`config.mk`:
```
export PLATFORM = sky130hd
export DESIGN_NAME = fifo_rd_cntrl_flat
export DESIGN_NICKNAME = d
export VERILOG_FILES = /design/src/rtl/fifo_rd_cntrl_if.sv /design/src/rtl/fifo_rd_cntrl.sv /design/src/flat_wrapper.sv
export SDC_FILE = /design/constraint.sdc
export NUM_CORES = 1
export LEC_CHECK = 0
export CAP_MARGIN = 10
export CORE_MARGIN = 3
export CORE_UTILIZATION = 43
export DETAILED_ROUTE_END_ITERATION = 7
export PLACE_DENSITY = 0.83
export SLEW_MARGIN = 30
export SYNTH_ARGS = -nofsm -noshare
export SYNTH_HDL_FRONTEND = slang
export SYNTH_SLANG_ARGS = --single-unit
```
`constraint.sdc`:
```
create_clock -name rclk -period 2.5 [get_ports rclk]
set_input_delay 0.5 -clock rclk [delete_from_list [all_inputs] [get_ports rclk]]
set_output_delay 0.5 -clock rclk [all_outputs]
set_load 0.1 [all_outputs]
```
`src/rtl/fifo_rd_cntrl_if.sv`:
```
// Read-side port bundle of the async FIFO: write-pointer sync input, memory
// read port, status outputs and the output-register valid/ready handshake.
interface fifo_rd_cntrl_if #(
   parameter int ADDR_WIDTH = 4,
   parameter int DATA_WIDTH = 8
);
   logic [ADDR_WIDTH-1:0] rq2_wptr;
   logic [DATA_WIDTH-1:0] rdata;
   logic [ADDR_WIDTH-2:0] raddr;
   logic [ADDR_WIDTH-1:0] rptr;
   logic                  rempty;
   logic [ADDR_WIDTH-1:0] rlevel;
   logic [DATA_WIDTH-1:0] out_data;
   logic                  out_valid;
   logic                  out_ready;

   // master = the read controller, slave = memory/synchroniser/consumer side
   modport master (
      input  rq2_wptr, rdata, out_ready,
      output raddr, rptr, rempty, rlevel, out_data, out_valid
   );

   modport slave (
      output rq2_wptr, rdata, out_ready,
      input  raddr, rptr, rempty, rlevel, out_data, out_valid
   );
endinterface

```
`src/rtl/fifo_rd_cntrl.sv`:
```
// Async FIFO read-domain controller: owns the read pointer, computes empty and
// fill level, and drains the memory into a one-entry valid/ready output stage.
module fifo_rd_cntrl #(
   parameter int ADDR_WIDTH = 4,
   parameter int DATA_WIDTH = 8
) (
   input  logic              rclk,
   input  logic              rrst,
   fifo_rd_cntrl_if.master   bus
);

   logic [ADDR_WIDTH-1:0] rbin_q, rbin_d;
   logic [ADDR_WIDTH-1:0] rptr_q, rgray_d;
   logic                  rempty_q, rempty_d;
   logic [ADDR_WIDTH-1:0] rlevel_q, rlevel_d;
   logic [DATA_WIDTH-1:0] out_data_q, out_data_d;
   logic                  out_valid_q, out_valid_d;
   logic [ADDR_WIDTH-1:0] wbin;
   logic                  pop;

   function automatic logic [ADDR_WIDTH-1:0] gray2bin(input logic [ADDR_WIDTH-1:0] g);
      logic [ADDR_WIDTH-1:0] b;
      b[ADDR_WIDTH-1] = g[ADDR_WIDTH-1];
      for (int i = ADDR_WIDTH - 2; i >= 0; i--) begin
         b[i] = b[i+1] ^ g[i];
      end
      return b;
   endfunction

   always_comb begin
      wbin     = gray2bin(bus.rq2_wptr);
      // Refill the output stage whenever it is empty or being emptied this edge
      pop      = ~rempty_q & (~out_valid_q | bus.out_ready);
      rbin_d   = rbin_q + {{(ADDR_WIDTH-1){1'b0}}, pop};
      rgray_d  = (rbin_d >> 1) ^ rbin_d;
      rempty_d = (rgray_d == bus.rq2_wptr);
      rlevel_d = wbin - rbin_d;

      out_data_d  = out_data_q;
      out_valid_d = out_valid_q;
      if (pop) begin
         out_data_d  = bus.rdata;
         out_valid_d = 1'b1;
      end else if (bus.out_ready) begin
         out_valid_d = 1'b0;
      end
   end

   always_ff @(posedge rclk or posedge rrst) begin
      if (rrst) begin
         rbin_q      <= '0;
         rptr_q      <= '0;
         rempty_q    <= 1'b1;
         rlevel_q    <= '0;
         out_data_q  <= '0;
         out_valid_q <= 1'b0;
      end else begin
         rbin_q      <= rbin_d;
         rptr_q      <= rgray_d;
         rempty_q    <= rempty_d;
         rlevel_q    <= rlevel_d;
         out_data_q  <= out_data_d;
         out_valid_q <= out_valid_d;
      end
   end

   assign bus.raddr     = rbin_q[ADDR_WIDTH-2:0];
   assign bus.rptr      = rptr_q;
   assign bus.rempty    = rempty_q;
   assign bus.rlevel    = rlevel_q;
   assign bus.out_data  = out_data_q;
   assign bus.out_valid = out_valid_q;

endmodule

```
`src/flat_wrapper.sv`:
```
// flat-port wrapper written by rule: the top's interface ports become plain ports
module fifo_rd_cntrl_flat 
#(
   parameter int ADDR_WIDTH = 4,
   parameter int DATA_WIDTH = 8
)
  (rclk, rrst, bus_rq2_wptr, bus_rdata, bus_out_ready, bus_raddr, bus_rptr, bus_rempty, bus_rlevel, bus_out_data, bus_out_valid);
  fifo_rd_cntrl_if #(.ADDR_WIDTH(ADDR_WIDTH), .DATA_WIDTH(DATA_WIDTH)) bus_i ();
  input  logic rclk;
  input  logic rrst;
  input wire logic [$bits(bus_i.rq2_wptr)-1:0] bus_rq2_wptr;
  input wire logic [$bits(bus_i.rdata)-1:0] bus_rdata;
  input wire logic [$bits(bus_i.out_ready)-1:0] bus_out_ready;
  output wire logic [$bits(bus_i.raddr)-1:0] bus_raddr;
  output wire logic [$bits(bus_i.rptr)-1:0] bus_rptr;
  output wire logic [$bits(bus_i.rempty)-1:0] bus_rempty;
  output wire logic [$bits(bus_i.rlevel)-1:0] bus_rlevel;
  output wire logic [$bits(bus_i.out_data)-1:0] bus_out_data;
  output wire logic [$bits(bus_i.out_valid)-1:0] bus_out_valid;
  assign bus_i.rq2_wptr = bus_rq2_wptr;
  assign bus_i.rdata = bus_rdata;
  assign bus_i.out_ready = bus_out_ready;
  assign bus_raddr = bus_i.raddr;
  assign bus_rptr = bus_i.rptr;
  assign bus_rempty = bus_i.rempty;
  assign bus_rlevel = bus_i.rlevel;
  assign bus_out_data = bus_i.out_data;
  assign bus_out_valid = bus_i.out_valid;
  fifo_rd_cntrl #(.ADDR_WIDTH(ADDR_WIDTH), .DATA_WIDTH(DATA_WIDTH)) u_core (.rclk(rclk), .rrst(rrst), .bus(bus_i));
endmodule
```
Word level (Yosys, flattened, before mapping)
Cells that the tools add are included.
{ "op_classes": {"add_sub_neg": 2, "n_mul": 0, "div_mod_pow": 0, "n_lt_le_gt_ge": 0, "n_eq_ne": 1, "n_shift": 0, "muxes": 2, "n_bitwise": 8, "n_reduce_logical": 1} }
{ "op_table": {"columns": ["cell", "n"], "rows": [
  ["4-bit by 1-bit adder with 4-bit output", 1],
  ["4-bit equality test", 1],
  ["4-bit subtractor", 1],
  ["3-bit by 4-bit XOR with 4-bit output", 1],
  ["1-bit XOR", 3],
  ["1-bit two-way mux", 2],
  ["1-bit NOT", 2],
  ["2-bit nonzero test", 1],
  ["1-bit AND", 1],
  ["1-bit bitwise OR", 1]
]} }
{ "totals": {"register_bits": 22, "latchBits": 0, "ramBits": 0, "mem_bits_ro": 0, "out_inout_bits": 21, "mem_count": 0} }

Depth between registers and ports, before layout
Gate-level depths: netlist of the first run.
{ "logic_depth": {"ltp_word": 6, "mapped_depth": 10} }

Least setup slack after synthesis of the first run
Ideal clock, no wire load.
{ "synth_path": {"kind": "reg2reg", "from": "register u_core.out_valid_q, in the netlist u_core.bus.out_valid", "to": "register u_core.rlevel_q[2], in the netlist u_core.bus.rlevel[2]", "setup_ps": 134, "arrival_ps": 2526, "required_ps": 2366, "setup_slack_ps": -159, "path_stages_with_launch": 9, "path_buffers": 1, "period_less_slack_ps": 2659, "cell_sequence": "dfrtp_1 -> a21oi_2 -> ha_1 -> ha_1 -> buf_2 -> xor2_1 -> ha_1 -> mux2i_1 -> xnor2_1"} }
{ "synth_via": {"elab_chain_cells": 5} }
{ "synth_rtl": {"columns": ["element", "line", "rtl"], "rows": [
  ["start: declaration", "fifo_rd_cntrl.sv:17", "logic out_valid_q, out_valid_d;"],
  ["start signal: assignment", "fifo_rd_cntrl.sv:63", "out_valid_q <= out_valid_d;"],
  ["1-bit NOT", "fifo_rd_cntrl.sv:33", "pop = ~rempty_q & (~out_valid_q | bus.out_ready);"],
  ["1-bit bitwise OR", "fifo_rd_cntrl.sv:33", null],
  ["1-bit AND", "fifo_rd_cntrl.sv:33", null],
  ["4-bit by 1-bit adder with 4-bit output", "fifo_rd_cntrl.sv:34", "rbin_d = rbin_q + {{(ADDR_WIDTH-1){1'b0}}, pop};"],
  ["4-bit subtractor", "fifo_rd_cntrl.sv:37", "rlevel_d = wbin - rbin_d;"],
  ["named net u_core.rlevel_d[2]", "fifo_rd_cntrl.sv:15", "logic [ADDR_WIDTH-1:0] rlevel_q, rlevel_d;"],
  ["end signal: assignment", "fifo_rd_cntrl.sv:61", "rlevel_q <= rlevel_d;"],
  ["end: declaration", "fifo_rd_cntrl.sv:15", null]
]} }
The timed path passes the listed nets, and every way through them passes these cells.
A chain may end at the register's enable or synchronous reset.

Final worst setup path of the first run
{ "layout_path": {"from": "input port bus_out_ready", "to": "register u_core.rlevel_q[3], in the netlist u_core.bus.rlevel[3]"} }
{ "layout_via": {"elab_chain_cells": 4} }
{ "layout_rtl": {"columns": ["element", "line", "rtl"], "rows": [
  ["start: declaration", "flat_wrapper.sv:13", "input wire logic [$bits(bus_i.out_ready)-1:0] bus_out_ready;"],
  ["1-bit bitwise OR", "fifo_rd_cntrl.sv:33", null],
  ["1-bit AND", "fifo_rd_cntrl.sv:33", null],
  ["4-bit by 1-bit adder with 4-bit output", "fifo_rd_cntrl.sv:34", null],
  ["named net u_core.rbin_d[1]", "fifo_rd_cntrl.sv:12", "logic [ADDR_WIDTH-1:0] rbin_q, rbin_d;"],
  ["4-bit subtractor", "fifo_rd_cntrl.sv:37", null],
  ["named net u_core.rlevel_d[3]", "fifo_rd_cntrl.sv:15", null]
]} }
The timed path passes the listed nets, and every way through them passes these cells.

==> metrics.txt, run 1 <==
vias per cell=between 4 and 5; Final Cycle Share=0.9216; CP max-delay cell=clkdlybuf4s50_1; CTS buffer count=3; H-tree depth=1; hold buffers post-CTS=0; CTS Root Cell=clkbuf_4; later-pin clock latency in the skew report=300 ps; R2R Path Start=u_core.bus.out_valid; Die X=approximately 54 um; Site Rows=16; final hold violations=0; reg2reg end=u_core.bus.rlevel[3]; RSZ-0062 raised after global routing=false; final core occ=0.6802; Post-synth EDFFs=0; crit path kind=primary input to flop; path length in cells of the critical path=9; first-pass GRT wire length=~3000 um; R2R cell count=7; IO buf count=35; Hold Path Cell Cnt=1; post-layout min period=approximately 2300 ps; count of pins over their slew limit=0; 1st-pass router iterations=4; Max FO, Critical Path=9; Synth cell types=22; Setup Skew=3.594 ps; Starting Density=0.4782; largest net degree at the start of global routing=22; CTS tree=done; Critical Path AT=approximately 2500 ps; Antenna Cells=0; total gr overflow=0; die height=about 54 um; crit start category=primary input; Vias=732; Hold/Removal Path Class=flop to flop; Req. time, crit path=2730 ps; Worst Tran Pin Value=approximately 440 ps; Mapped Avg Cell Area=~13 um2; share of layout cells above drive strength 1=0.3790; Routed Antenna Nets=0; wire per inst=approximately 13 um; Ports=36; postcts setup bufs=0; status=finished clean; CP Cell Sequence=clkdlybuf4s50_1, inv_1, a21oi_2, buf_4, ha_1, xor2_1, a221oi_1, nor3_1, xor2_1; P&R area growth vs syn=42.26%; max cap viols=0; Mapped Cells=77; CP delay by family, top=buffers and inverters; Buffers & Inverters on Critical Path=3; R2R Setup Slk=roughly 500 ps; Async SR Flop Fraction=1.000; Sink Count=21; clk buf depth=2; Syn Nets=97; fin nets=about 150; Post-Route WL=~2000 um; # setup viols final=0; crit-path most repeated cell=xor2_1; Hold Path Origin=u_core.bus.rempty; total die area=2904 um2; synthesized flop and latch total=21; ys flop type=dfrtp_1; Detail Placement HPWL=roughly 1600 um; CP endpoint=u_core.bus.rlevel[3]; Max Clock Freq=roughly 430 MHz; DRC errors left=0; Worst Setup End Kind=flop; Core ar.=~2100 um2; Slew headroom=0.7079; post-synthesis instance area=985.9 um2; worst setup path startpoint=bus_out_ready; global placement routability congestion=about 0.8; Worst-path clk slew=110 ps; post-CTS sizing=0; total track usage=0.1495; antenna violations before repair=0; register area share after synthesis=0.5343; YS warnings=0; drt initial violations=7; vias in the first global route=just under 700; Critical Path Max Stage Delay=480 ps
## cells in the final DEF (no fill, tap or decap), types with 2 or more instances in the layout
cell type	synthesis	final
buf_4	0	31
ha_1	5	5
inv_1	6	6
nor3_1	2	2
clkbuf_4	0	3
nand2_1	2	2
a21boi_0	2	2
dfrtp_1	20	19
mux2_2	8	8
clkdlybuf4s50_1	0	14
mux2i_1	2	2
xor2_1	10	10
xnor2_1	6	6
nor2_1	3	3
## stage by stage
| stage | instances | hold slack, ps | setup WS, ps | setup TNS [ps] | area (um2) |
|---|---|---|---|---|---|
| after global placement | 147 | 463.2 | 23.16 | 0 | 1375 |
| after floorplan | 77 | 475.7 | 53.41 | 0 | 987.2 |
| after global routing | 151 | 508.9 | 55.58 | 0 | 1403 |
| final | 151 | 484.4 | 195.9 | 0 | 1403 |
| after CTS | 151 | 486.6 | 199.5 | 0 | 1403 |
| after detailed placement | 147 | 459.2 | -118.2 | -270.6 | 1375 |
## logic make-up (layout without fill, tap and decap cells)
group | after synthesis | in the layout | share of synthesized area
flops | 21 | 21 | 0.5343
xor+xnor | 17 | 17 | 0.1586
mux | 10 | 10 | 0.1117
simple gates | 10 | 10 | 0.04696
buf+inv | 8 | 55 | 0.04187
compound gates | 6 | 6 | 0.04314
fa+ha+maj | 5 | 5 | 0.06345
## area by class of cell
cell class	count	area, um2
inverter	6	22.52
sequential	21	528.0
timing repair buffer	45	372.9
tap	27	33.78
multi-input combinational	48	417.9
fill	168	659.4
clock inverter	1	5.005
clock buffer	3	22.52
## cell usage after synthesis, drive strengths merged (2+ instances only)
master | n | area (um2)
a21boi | 2 | 15.01
dfrtp | 20 | 500.5
ha | 5 | 62.56
inv | 6 | 22.52
mux2 | 8 | 90.09
mux2i | 2 | 20.02
nand2 | 2 | 7.510
nor2 | 3 | 11.26
nor3 | 2 | 10.01
o21ai | 2 | 10.00
xnor2 | 6 | 52.55
xor2 | 11 | 103.9
## worst reg2reg max path: stages, from the launching register on
cell and delay (ps):
dfrtp_2 430, a21oi_2 160, buf_4 200, ha_1 220, xor2_1 390, a221oi_1 140, nor3_1 210, xor2_1 160
## how the worst min path moves through the flow
stage | slack (ps) | to
floorplan | 480 | u_core.bus.out_data[0]
global placement | 460 | u_core.bus.out_valid
detailed placement | 460 | u_core.bus.out_valid
CTS | 490 | u_core.bus.out_valid
global route | 510 | u_core.bus.out_valid
finish | 480 | u_core.bus.out_valid
## layer usage
layer | vias to the layer above | part of all wire | global-route usage | routed length [um]
met4 | 0 | 0.020 | 0.07660 | 41
met3 | 4 | 0.079 | 0.02493 | 158
met5 | - | 0 | 0 | 0
li1 | 349 | - | - | -
met1 | 353 | 0.37 | 0.1555 | 741
met2 | 26 | 0.53 | 0.2823 | 1065
## flip-flops by register name, summed over array words and instances (netlist names)
name	flops
u_core.bus.out_valid	1
u_core.bus.rempty	1
u_core.rbin_q	4
u_core.bus.out_data	8
u_core.bus.rptr	3
u_core.bus.rlevel	4
Power of run 1 is left out: the tool's default activity adds up to more than one toggle a clock period on the data nets, which glitch-free logic cannot reach.
==> run 2, diff against run 1 <==
--- a/config.mk
+++ b/config.mk
@@ -7,9 +7,11 @@
 export LEC_CHECK = 0
 export CAP_MARGIN = 10
 export CORE_MARGIN = 3
-export CORE_UTILIZATION = 43
+export CORE_UTILIZATION = 45
+export CTS_BUF_LIST = sky130_fd_sc_hd__clkbuf_8
 export DETAILED_ROUTE_END_ITERATION = 7
-export PLACE_DENSITY = 0.83
+export PLACE_DENSITY = 0.86
+export SKIP_CTS_REPAIR_TIMING = 1
 export SLEW_MARGIN = 30
 export SYNTH_ARGS = -nofsm -noshare
 export SYNTH_HDL_FRONTEND = slang
==> metrics.txt, run 2 (synthesis results as in run 1) <==
status=finished clean; vias in the first global route=about 730; commonest non-fill, non-tap cell in the layout=buf_4; Slew headroom=0.7684; Post-Route WL=around 2100 um; R2R Path Start=u_core.bus.rempty; post-layout min period=between 2000 and 2500 ps; crit path kind=primary input to flop; Antenna Cells=0; worst setup path startpoint=bus_rq2_wptr[3]; Site Rows=16; max reg flops=8; global placement routability congestion=approximately 0.84; Sink Count=21; crit start category=primary input; 1st-pass router iterations=2; Critical Path AT=~2500 ps; R2R Setup Slk=500 ps; Req. time, crit path=2630 ps; Ports=36; final hold violations=0; Setup Skew=approximately 3.5 ps; Vias=714; die height=52.81 um; Max FO, Critical Path=3; Hold WS=~500 ps; antenna violations before repair=0; P&R area growth vs syn=44.16%; total track usage=0.1594; largest net degree at the start of global routing=22; reg2reg end=u_core.bus.rlevel[3]; Worst-path clk slew=70 ps; wire per inst=13.65 um; Final Cycle Share=0.9340; DRC errors left=0; max cap viols=0; CP endpoint=u_core.bus.rlevel[3]; CTS Root Cell=clkbuf_8; IO buf count=35; count of pins over their slew limit=0; vias per cell=4.728; clk buf depth=2; CTS tree=done; R2R cell count=8; total gr overflow=0; CTS buffer count=3; total die area=approximately 2800 um2; first-pass GRT wire length=between 3000 and 4000 um; Routed Antenna Nets=0; Worst Setup End Kind=flop; Hold Path Cell Cnt=1; # setup viols final=0; later-pin clock latency in the skew report=~250 ps; drt initial violations=3; Hold/Removal Path Class=flop to flop; commonest non-fill, non-tap cells in the layout=buf_4, dfrtp_1, clkdlybuf4s50_1; Starting Density=0.4876; Worst Tran Pin Value=~350 ps; Die X=52.81 um; Max Clock Freq=between 400 and 500 MHz; Core ar.=between 2000 and 2500 um2; H-tree depth=1; share of layout cells above drive strength 1=0.3790; Detail Placement HPWL=1626 um; RSZ-0062 raised after global routing=false; fin nets=~150; Hold Path Origin=u_core.bus.rempty
-- run 2: worst max-delay path, cell delays in order --
cell	delay (ps)
clkdlybuf4s50_1	510
xor2_1	250
xnor2_1	210
xor2_1	110
ha_1	220
inv_1	80
nand2_1	60
a221oi_1	290
nor3_1	90
xor2_1	150
-- run 2: worst min path at each step --
stage / end / slack (ps)
after floorplan: u_core.bus.out_data[0] / 480
after global placement: u_core.bus.out_valid / 460
after detailed placement: u_core.bus.out_valid / 480
after CTS: u_core.bus.out_valid / 500
after global routing: u_core.bus.out_valid / 510
final: u_core.bus.out_valid / 500
-- run 2: stage by stage --
step	utilization	TNS (ps)	area, um2	std cells	setup slack, ps
after floorplan	-	0	987.2	77	53.41
after global placement	0.6801	0	1375	147	7.255
after detailed placement	0.6801	-181.6	1375	147	-90.04
after CTS	0.7030	0	1421	151	163.9
after global routing	0.7030	0	1421	151	23.36
final	0.7030	0	1421	151	165.0
-- run 2: metal layers --
| layer | track usage | vias to the layer above | share of wire |
|---|---|---|---|
| li1 | - | 347 | - |
| met1 | 0.1670 | 333 | 0.39 |
| met2 | 0.3037 | 30 | 0.52 |
| met3 | 0.02849 | 4 | 0.085 |
| met4 | 0.06809 | 0 | 0.0092 |
| met5 | 0 | - | 0 |
-- run 2: final cells by class --
cell class	instances	area, um2
fill	149	600.6
sequential	21	528.0
multi-input combinational	48	417.9
timing repair buffer	45	372.9
clock buffer	3	41.29
tap	27	33.78
inverter	6	22.52
clock inverter	1	5.005
Power of run 2 is left out for the same reason.
==> run 3, diff against run 2 <==
--- a/config.mk
+++ b/config.mk
@@ -9,6 +9,7 @@
 export CORE_MARGIN = 3
 export CORE_UTILIZATION = 45
 export CTS_BUF_LIST = sky130_fd_sc_hd__clkbuf_8
+export CTS_CLUSTER_SIZE = 12
 export DETAILED_ROUTE_END_ITERATION = 7
 export PLACE_DENSITY = 0.86
 export SKIP_CTS_REPAIR_TIMING = 1
==> results of run 3 <==
Same layout as run 2: the final DEF is identical, and so are final timing and power.
Power of run 3 is left out for the same reason.
